File: src/rtl/ddr3_adapter_pkg.sv
// ---------------------------------------------------------------------------
// ddr3_adapter_pkg
// Shared definitions for the 32-bit word to 128-bit line adapter that sits in
// front of ddr3_core: the controller state encoding, the address field
// layout of a 16-byte line and a helper that places a word's byte enables
// into the 16-bit line byte mask.
// ---------------------------------------------------------------------------
package ddr3_adapter_pkg;

   typedef enum logic [2:0] {
      ST_IDLE,
      ST_FLUSH_REQ,
      ST_FLUSH_ACK,
      ST_RD_REQ,
      ST_RD_ACK,
      ST_RESP
   } adapter_state_t;

   localparam int LINE_BYTES = 16;
   localparam int LINE_BITS  = 8 * LINE_BYTES;
   localparam int WORD_LSB   = 2;
   localparam int WORD_MSB   = 3;
   localparam int LINE_LSB   = 4;
   localparam int LINE_MSB   = 31;
   localparam int LINE_W     = LINE_MSB - LINE_LSB + 1;

   // Byte enables of word 'word' moved to their lanes in the line mask.
   function automatic logic [LINE_BYTES-1:0] lane_mask(input logic [1:0] word,
                                                        input logic [3:0] be);
      logic [LINE_BYTES-1:0] m;
      m = '0;
      m[4*word +: 4] = be;
      return m;
   endfunction

endpackage

File: src/rtl/ddr3_word_adapter_if.sv
// ---------------------------------------------------------------------------
// Bus interfaces of ddr3_word_adapter.
//   ddr3_req_if    : upstream 32-bit word request / read response channel.
//                    master = requester, slave = adapter.
//                    (req_valid/req_we/req_addr/req_wdata/req_be -> adapter,
//                     req_ready/resp_valid/resp_rdata/resp_error <- adapter)
//   ddr3_inport_if : 128-bit line channel toward ddr3_core's inport.
//                    master = adapter, slave = core.
//                    (wr/rd/addr/write_data/req_id -> core,
//                     accept/ack/error/resp_id/read_data <- core)
// ---------------------------------------------------------------------------
interface ddr3_req_if;
   logic        req_valid;
   logic        req_we;
   logic [31:0] req_addr;
   logic [31:0] req_wdata;
   logic [3:0]  req_be;
   logic        req_ready;
   logic        resp_valid;
   logic [31:0] resp_rdata;
   logic        resp_error;

   modport master (output req_valid, req_we, req_addr, req_wdata, req_be,
                   input  req_ready, resp_valid, resp_rdata, resp_error);
   modport slave  (input  req_valid, req_we, req_addr, req_wdata, req_be,
                   output req_ready, resp_valid, resp_rdata, resp_error);
endinterface

interface ddr3_inport_if;
   import ddr3_adapter_pkg::*;

   logic [LINE_BYTES-1:0] wr;
   logic                  rd;
   logic [31:0]           addr;
   logic [LINE_BITS-1:0]  write_data;
   logic [15:0]           req_id;
   logic                  accept;
   logic                  ack;
   logic                  error;
   logic [15:0]           resp_id;
   logic [LINE_BITS-1:0]  read_data;

   modport master (output wr, rd, addr, write_data, req_id,
                   input  accept, ack, error, resp_id, read_data);
   modport slave  (input  wr, rd, addr, write_data, req_id,
                   output accept, ack, error, resp_id, read_data);
endinterface

File: src/rtl/ddr3_wr_merge_buf.sv
// ---------------------------------------------------------------------------
// ddr3_wr_merge_buf
// One-line posted-write buffer. Merges word writes into a 16-byte line
// (data + byte mask), tracks the line tag and counts idle cycles so a
// partially filled line can be flushed after FLUSH_TIMEOUT cycles.
//   clk_i, rst_ni      clock, async active-low reset
//   merge, merge_*     write one word into the line (sets tag, ORs mask)
//   clear              drop the line after it has been handed to the core
//   tick               one more idle cycle with the buffer valid
//   valid/line/data/mask  buffer contents
//   timeout_hit        idle count has reached FLUSH_TIMEOUT-1
// ---------------------------------------------------------------------------
module ddr3_wr_merge_buf
   import ddr3_adapter_pkg::*;
#(
   parameter int FLUSH_TIMEOUT = 64
) (
   input  logic                  clk_i,
   input  logic                  rst_ni,
   input  logic                  merge,
   input  logic [LINE_W-1:0]     merge_line,
   input  logic [1:0]            merge_word,
   input  logic [31:0]           merge_wdata,
   input  logic [3:0]            merge_be,
   input  logic                  clear,
   input  logic                  tick,
   output logic                  valid,
   output logic [LINE_W-1:0]     line,
   output logic [LINE_BITS-1:0]  data,
   output logic [LINE_BYTES-1:0] mask,
   output logic                  timeout_hit
);

   // The counter never needs to exceed FLUSH_TIMEOUT-1: the flush starts then.
   localparam int CNT_W = (FLUSH_TIMEOUT > 1) ? $clog2(FLUSH_TIMEOUT) : 1;

   logic [CNT_W-1:0]      cnt;
   logic [LINE_BYTES-1:0] new_bytes;

   assign new_bytes   = lane_mask(merge_word, merge_be);
   assign timeout_hit = (FLUSH_TIMEOUT != 0) && valid && (int'(cnt) == FLUSH_TIMEOUT - 1);

   always_ff @(posedge clk_i or negedge rst_ni) begin
      if (!rst_ni) begin
         valid <= 1'b0;
         line  <= '0;
         data  <= '0;
         mask  <= '0;
         cnt   <= '0;
      end else if (clear) begin
         valid <= 1'b0;
         line  <= '0;
         data  <= '0;
         mask  <= '0;
         cnt   <= '0;
      end else if (merge) begin
         valid <= 1'b1;
         line  <= merge_line;
         mask  <= mask | new_bytes;
         cnt   <= '0;
         for (int i = 0; i < LINE_BYTES; i++) begin
            if (new_bytes[i]) data[8*i +: 8] <= merge_wdata[8*(i%4) +: 8];
         end
      end else if (tick) begin
         cnt <= cnt + CNT_W'(1);
      end
   end

endmodule

File: src/rtl/ddr3_word_adapter.sv
// ---------------------------------------------------------------------------
// ddr3_word_adapter
// Converts 32-bit word requests into 128-bit line transactions for ddr3_core.
// Writes are posted into a one-line merge buffer; reads flush the buffer
// first and then fetch the whole line, returning the addressed word. Only
// one core transaction is in flight at a time.
//   clk_i, rst_ni  clock, async active-low reset
//   req            upstream word request / read response (slave side)
//   inport         core line channel (master side)
//   flush_i        force out a partially filled write line
//   idle_o         nothing buffered, nothing in flight
//   wr_err_o       sticky: a line write came back with error or wrong ID
// ---------------------------------------------------------------------------
module ddr3_word_adapter
   import ddr3_adapter_pkg::*;
#(
   parameter int          FLUSH_TIMEOUT = 64,
   parameter logic [15:0] ID_BASE       = 16'h0000
) (
   input  logic          clk_i,
   input  logic          rst_ni,
   ddr3_req_if.slave     req,
   ddr3_inport_if.master inport,
   input  logic          flush_i,
   output logic          idle_o,
   output logic          wr_err_o
);

   adapter_state_t        state, state_nxt;
   logic [15:0]           id;
   logic [LINE_W-1:0]     rd_line;
   logic [1:0]            rd_word;
   logic [31:0]           rdata_q;
   logic                  rerr_q;
   logic                  wr_err;
   logic                  ready_en;

   logic [LINE_W-1:0]     req_line;
   logic [1:0]            req_word;
   logic                  buf_valid;
   logic [LINE_W-1:0]     buf_line;
   logic [LINE_BITS-1:0]  buf_data;
   logic [LINE_BYTES-1:0] buf_mask;
   logic                  timeout_hit;
   logic                  line_hit, flush_cond, id_miss, ready;
   logic                  wr_acc, rd_acc, buf_clear, buf_tick, id_inc, rd_cap, wr_ack_bad;
   logic                  unused_addr;

   assign req_line    = req.req_addr[LINE_MSB:LINE_LSB];
   assign req_word    = req.req_addr[WORD_MSB:WORD_LSB];
   assign unused_addr = ^req.req_addr[WORD_LSB-1:0];
   assign line_hit    = (buf_line == req_line);

   // The buffer must go out before anything else can happen: it is full,
   // timed out, forced, or blocks a read / a write to another line.
   assign flush_cond = buf_valid && ((&buf_mask) || timeout_hit || flush_i ||
                       (req.req_valid && (!req.req_we || !line_hit)));

   // The ID was bumped on accept, so the outstanding request carries id-1.
   assign id_miss = (inport.resp_id != (id - 16'd1));

   ddr3_wr_merge_buf #(
      .FLUSH_TIMEOUT(FLUSH_TIMEOUT)
   ) u_buf (
      .clk_i       (clk_i),
      .rst_ni      (rst_ni),
      .merge       (wr_acc),
      .merge_line  (req_line),
      .merge_word  (req_word),
      .merge_wdata (req.req_wdata),
      .merge_be    (req.req_be),
      .clear       (buf_clear),
      .tick        (buf_tick),
      .valid       (buf_valid),
      .line        (buf_line),
      .data        (buf_data),
      .mask        (buf_mask),
      .timeout_hit (timeout_hit)
   );

   always_ff @(posedge clk_i or negedge rst_ni) begin
      if (!rst_ni) begin
         state    <= ST_IDLE;
         id       <= ID_BASE;
         rd_line  <= '0;
         rd_word  <= '0;
         rdata_q  <= '0;
         rerr_q   <= 1'b0;
         wr_err   <= 1'b0;
         ready_en <= 1'b0;
      end else begin
         state    <= state_nxt;
         ready_en <= 1'b1;
         if (id_inc) id <= id + 16'd1;
         if (rd_acc) begin
            rd_line <= req_line;
            rd_word <= req_word;
         end
         if (rd_cap) begin
            rdata_q <= inport.read_data[{rd_word, 5'd0} +: 32];
            rerr_q  <= inport.error || id_miss;
         end
         if (wr_ack_bad) wr_err <= 1'b1;
      end
   end

   always_comb begin
      state_nxt         = state;
      ready             = 1'b0;
      wr_acc            = 1'b0;
      rd_acc            = 1'b0;
      buf_clear         = 1'b0;
      buf_tick          = 1'b0;
      id_inc            = 1'b0;
      rd_cap            = 1'b0;
      wr_ack_bad        = 1'b0;
      req.resp_valid    = 1'b0;
      req.resp_error    = 1'b0;
      inport.wr         = '0;
      inport.rd         = 1'b0;
      inport.addr       = '0;
      inport.write_data = '0;
      unique case (state)
         ST_IDLE: begin
            if (flush_cond) begin
               state_nxt = ST_FLUSH_REQ;
            end else if (ready_en) begin
               ready  = req.req_we ? (!buf_valid || line_hit) : !buf_valid;
               wr_acc = req.req_valid && req.req_we && ready;
               rd_acc = req.req_valid && !req.req_we && ready;
               if (rd_acc) state_nxt = ST_RD_REQ;
            end
            buf_tick = buf_valid && !wr_acc;
         end
         ST_FLUSH_REQ: begin
            inport.wr         = buf_mask;
            inport.addr       = {buf_line, 4'b0000};
            inport.write_data = buf_data;
            if (inport.accept) begin
               buf_clear = 1'b1;
               id_inc    = 1'b1;
               state_nxt = ST_FLUSH_ACK;
            end
         end
         ST_FLUSH_ACK: begin
            if (inport.ack) begin
               wr_ack_bad = inport.error || id_miss;
               state_nxt  = ST_IDLE;
            end
         end
         ST_RD_REQ: begin
            inport.rd   = 1'b1;
            inport.addr = {rd_line, 4'b0000};
            if (inport.accept) begin
               id_inc    = 1'b1;
               state_nxt = ST_RD_ACK;
            end
         end
         ST_RD_ACK: begin
            if (inport.ack) begin
               rd_cap    = 1'b1;
               state_nxt = ST_RESP;
            end
         end
         ST_RESP: begin
            req.resp_valid = 1'b1;
            req.resp_error = rerr_q;
            state_nxt      = ST_IDLE;
         end
         default: state_nxt = ST_IDLE;
      endcase
   end

   assign req.req_ready  = ready;
   assign req.resp_rdata = rdata_q;
   assign inport.req_id  = id;
   assign idle_o         = (state == ST_IDLE) && !buf_valid;
   assign wr_err_o       = wr_err;

endmodule

File: src/flat_wrapper.sv
// flat-port wrapper written by rule: the top's interface ports become plain ports
module ddr3_word_adapter_flat import ddr3_adapter_pkg::*;
#(
   parameter int          FLUSH_TIMEOUT = 64,
   parameter logic [15:0] ID_BASE       = 16'h0000
)
  (clk_i, rst_ni, flush_i, idle_o, wr_err_o, req_req_valid, req_req_we, req_req_addr, req_req_wdata, req_req_be, req_req_ready, req_resp_valid, req_resp_rdata, req_resp_error, inport_wr, inport_rd, inport_addr, inport_write_data, inport_req_id, inport_accept, inport_ack, inport_error, inport_resp_id, inport_read_data);
  ddr3_req_if req_i ();
  ddr3_inport_if inport_i ();
  input  logic clk_i;
  input  logic rst_ni;
  input  logic flush_i;
  output logic idle_o;
  output logic wr_err_o;
  input wire logic [$bits(req_i.req_valid)-1:0] req_req_valid;
  input wire logic [$bits(req_i.req_we)-1:0] req_req_we;
  input wire logic [$bits(req_i.req_addr)-1:0] req_req_addr;
  input wire logic [$bits(req_i.req_wdata)-1:0] req_req_wdata;
  input wire logic [$bits(req_i.req_be)-1:0] req_req_be;
  output wire logic [$bits(req_i.req_ready)-1:0] req_req_ready;
  output wire logic [$bits(req_i.resp_valid)-1:0] req_resp_valid;
  output wire logic [$bits(req_i.resp_rdata)-1:0] req_resp_rdata;
  output wire logic [$bits(req_i.resp_error)-1:0] req_resp_error;
  output wire logic [$bits(inport_i.wr)-1:0] inport_wr;
  output wire logic [$bits(inport_i.rd)-1:0] inport_rd;
  output wire logic [$bits(inport_i.addr)-1:0] inport_addr;
  output wire logic [$bits(inport_i.write_data)-1:0] inport_write_data;
  output wire logic [$bits(inport_i.req_id)-1:0] inport_req_id;
  input wire logic [$bits(inport_i.accept)-1:0] inport_accept;
  input wire logic [$bits(inport_i.ack)-1:0] inport_ack;
  input wire logic [$bits(inport_i.error)-1:0] inport_error;
  input wire logic [$bits(inport_i.resp_id)-1:0] inport_resp_id;
  input wire logic [$bits(inport_i.read_data)-1:0] inport_read_data;
  assign req_i.req_valid = req_req_valid;
  assign req_i.req_we = req_req_we;
  assign req_i.req_addr = req_req_addr;
  assign req_i.req_wdata = req_req_wdata;
  assign req_i.req_be = req_req_be;
  assign req_req_ready = req_i.req_ready;
  assign req_resp_valid = req_i.resp_valid;
  assign req_resp_rdata = req_i.resp_rdata;
  assign req_resp_error = req_i.resp_error;
  assign inport_wr = inport_i.wr;
  assign inport_rd = inport_i.rd;
  assign inport_addr = inport_i.addr;
  assign inport_write_data = inport_i.write_data;
  assign inport_req_id = inport_i.req_id;
  assign inport_i.accept = inport_accept;
  assign inport_i.ack = inport_ack;
  assign inport_i.error = inport_error;
  assign inport_i.resp_id = inport_resp_id;
  assign inport_i.read_data = inport_read_data;
  ddr3_word_adapter #(.FLUSH_TIMEOUT(FLUSH_TIMEOUT), .ID_BASE(ID_BASE)) u_core (.clk_i(clk_i), .rst_ni(rst_ni), .req(req_i), .inport(inport_i), .flush_i(flush_i), .idle_o(idle_o), .wr_err_o(wr_err_o));
endmodule
File: config.mk
export PLATFORM = sky130hd
export DESIGN_NAME = ddr3_word_adapter_flat
export DESIGN_NICKNAME = d
export VERILOG_FILES = /design/src/rtl/ddr3_adapter_pkg.sv /design/src/rtl/ddr3_word_adapter_if.sv /design/src/rtl/ddr3_wr_merge_buf.sv /design/src/rtl/ddr3_word_adapter.sv /design/src/flat_wrapper.sv
export SDC_FILE = /design/constraint.sdc
export NUM_CORES = 1
export LEC_CHECK = 0
export BUFFER_PORTS_ARGS = -buffer_cell sky130_fd_sc_hd__buf_2
export CORE_MARGIN = 2
export CORE_UTILIZATION = 47
export CTS_CLUSTER_DIAMETER = 60
export DETAILED_ROUTE_END_ITERATION = 7
export HOLD_SLACK_MARGIN = 0.02
export PLACE_DENSITY = 0.88
export SKIP_CTS_REPAIR_TIMING = 1
export SYNTH_ARGS = -nofsm -noshare
export SYNTH_HDL_FRONTEND = slang
export SYNTH_HIERARCHICAL = 1
export SYNTH_SLANG_ARGS = --single-unit
File: constraint.sdc
create_clock -name clk_i -period 3.1 [get_ports clk_i]
set_clock_uncertainty 0.2 [all_clocks]
set_input_delay 0.62 -clock clk_i [delete_from_list [all_inputs] [get_ports clk_i]]
set_output_delay 0.62 -clock clk_i [all_outputs]
set_load 0.01 [all_outputs]
==> metrics <==
multi-input logic area 7380 µm²; number of flops mapped to enable cells by yosys 0; Avg Vias per Cell between 5 and 6; unrepaired setup endpoints after global routing yes; status finished, violations left; Seq/Total Area, Yosys a little under half; htree depth 1; CTS tree built; Core Area 29,900 µm²; gr usage total a little over a quarter; total CTS buffers 29; Clock Sinks ~260; Slew HR between 50 and 60%; drt wl/cell between 20 and 25 µm; Final setup viols approximately 190; final worst slack -0.382 ns; largest net degree at the start of global routing between 80 and 90; PortBufs ~440; Worst Max-Slew Pin Slew about 0.69 ns; Max clock buf depth 3; Psw roughly 0.0045 W; Via Count approximately 12,000; type of the worst setup path reg2out; number of antenna violations at the first check in global routing 9; CP endpoint kind output port; die width ~180 µm; Min-Delay Path Depth 2; Max VDD drop 408 µV; final net count a little under 2,000; critical path arrival around 2.7 ns; worst-path maximum fanout 2; post-synthesis average cell area around 11 µm²; max_cap viols 0; vias in the first global route between 10,000 and 15,000; fmax 287 MHz; CP Launch Type flip-flop; Reg2Reg Setup Slack -0.36 ns; fin cells between 2,000 and 2,500; Int Power ~0.0084 W; die span in y about 180 µm; Area Overhead vs Synth 30.8%; Final Hold Viols 0; clock transition at the registers of the reported paths about 0.070 ns; Area after DPL 17,400 µm²; Cell variety after synth between 60 and 70; num rows 63; Top Usage Layer GRT met2; IO Count 450; Synth Flop Type dfrtp_1; GRT met2 Usage between 40 and 50%; DRC violations left 0; Combinational Power Share between 30% and 40%; failing checks negative setup slack; total wire length 46,000 µm; Synthesis Warnings 6; grt total ovfl 0; Worst Path Required around 2.3 ns; dpl cells 2,072; Skew-Pair Late Insertion Delay about 0.55 ns; Antenna Violating Nets Remaining 0; initial drt markers roughly 770; PwrDens about 690 nW/µm²; clock network power share 26.9%; FFs w/ async S/R, synth 100%; FILL cells approximately 2,300; Net Sw Frac a little over a third; die area ~32,000 µm²; GPL Wtd Cong between 0.8 and 0.9; Starting Density around half; mapped cell area 14,400 µm²; most frequent cells in the layout buf_2 (442), dfrtp_1 (262), nand2b_1 (162); CTS Root Cell clkbuf_16; Final Core Density between 60 and 70%; Syn Inst Count around 1,300; Seq pwr share a little under two fifths; DRT Pass-1 Iters 5; max-slew violation count 0; most common cell after layout, fill and taps aside buf_2; crit share post-route 112%; Register Area 6580 µm²; post-DP HPWL around 32,000 µm; Yosys reg bits approximately 260; worst hold path class in2reg; minimum clock period between 3 and 4 ns; met1 usage a little under a third; cell area after layout roughly 19,000 µm²; Leak 9.85 nW; first-pass GRT wire length 66,000 µm; post-place setup slack -0.474 ns; GR met3 Demand/Resource under 10%; layout cells sized above 1 about two fifths; r2r worst-path depth 12
per-layer routing:
metal / wire length (µm) / part of all wire [%]
met3: 4210 / 9.1
met2: 22200 / 48
met4: 2250 / 4.9
met5: 13 / 0.028
met1: 17300 / 38
through the flow:
stage | power [W] | hold slack, ns | TNS (ns)
final | 0.0129 | 0.139 | -42.45
after global routing | 0.0135 | 0.135 | -61.03
after CTS | 0.0126 | -0.180 | -23.34
after detailed placement | 0.00911 | 0.274 | -68.63
after global placement | 0.00891 | 0.256 | -66.89
after floorplan | 0.00745 | 0.124 | 0
worst max-delay path, stage by stage, from the launching register on:
cell and delay [ns]:
dfrtp_1 0.40, xor2_1 0.19, nor4_2 0.35, nand4_1 0.22, buf_4 0.18, o32a_1 0.32, buf_4 0.16, nor3_2 0.10
buf_2 0.18
power groups by stage:
stage          clock network [W]  registers, W  logic [W]
3_5_place_dp                   0       0.00477    0.00434
3_3_place_gp                   0       0.00472    0.00419
4_1_cts                  0.00353       0.00473    0.00437
5_1_grt                  0.00367       0.00484    0.00496
2_1_floorplan                  0       0.00470    0.00275
6_report                 0.00347       0.00477    0.00467
final cells by class:
class                   count  area share, %
clock buffers              40           4.46
inverters                  25          0.500
flip-flops and latches    263           35.1
multi-input cells         874           39.3
repair buffers            534           17.3
clock inverters            12          0.660
well taps                 390           2.60
diodes                      8          0.107
state kept, by name, indices dropped and copies added (netlist names), 2 cells and up:
signal and count:
u_core/u_buf/mask 16, u_core/inport.req_id 16, u_core/rd_word 2, u_core/u_buf/line 28
u_core/state 3, u_core/u_buf/data 128, u_core/u_buf/cnt 6, u_core/req.resp_rdata 32
u_core/rd_line 28
logic make-up (layout without fill, tap and decap cells):
logic type | count (synthesis) | in the layout | synth area share, %
buffers and inverters | 120 | 611 | 4.19
xor gates and xnor gates | 65 | 65 | 3.97
AOI/OAI and AO/OA | 74 | 74 | 3.89
adders and majority gates | 8 | 8 | 0.697
muxes | 254 | 254 | 21.8
and+or+nand+nor | 468 | 468 | 19.5
other | 2 | 13 | 0.0523
DFF | 263 | 263 | 45.9
synth_stat cells, types with 19 or more instances:
cell type / count / area (µm²)
xnor2_1: 26 / 228
nor2_1: 52 / 195
nand4_1: 19 / 119
dfrtp_1: 263 / 6580
inv_1: 25 / 93.8
clkbuf_1: 56 / 210
mux4_2: 32 / 721
mux2i_1: 159 / 1590
xor2_1: 39 / 342
a22o_1: 27 / 236
and2_1: 147 / 920
mux2_2: 33 / 372
nand2b_1: 163 / 1020
mux2_4: 30 / 450
path summary, 6_finish.rpt:
kind / from / end
worst max-delay path: u_core/u_buf/line[15] / req_req_ready
worst min-delay path: req_req_addr[9] / u_core/rd_line[5]
worst max register to register: u_core/u_buf/line[15] / u_core/u_buf/data[52]
worst min register to register: u_core/wr_err_o / u_core/wr_err_o
max in group asynchronous: rst_ni / u_core/u_buf/mask[3]
min in group asynchronous: rst_ni / u_core/u_buf/data[74]
No activity file was read; power rests on OpenSTA's default activity.
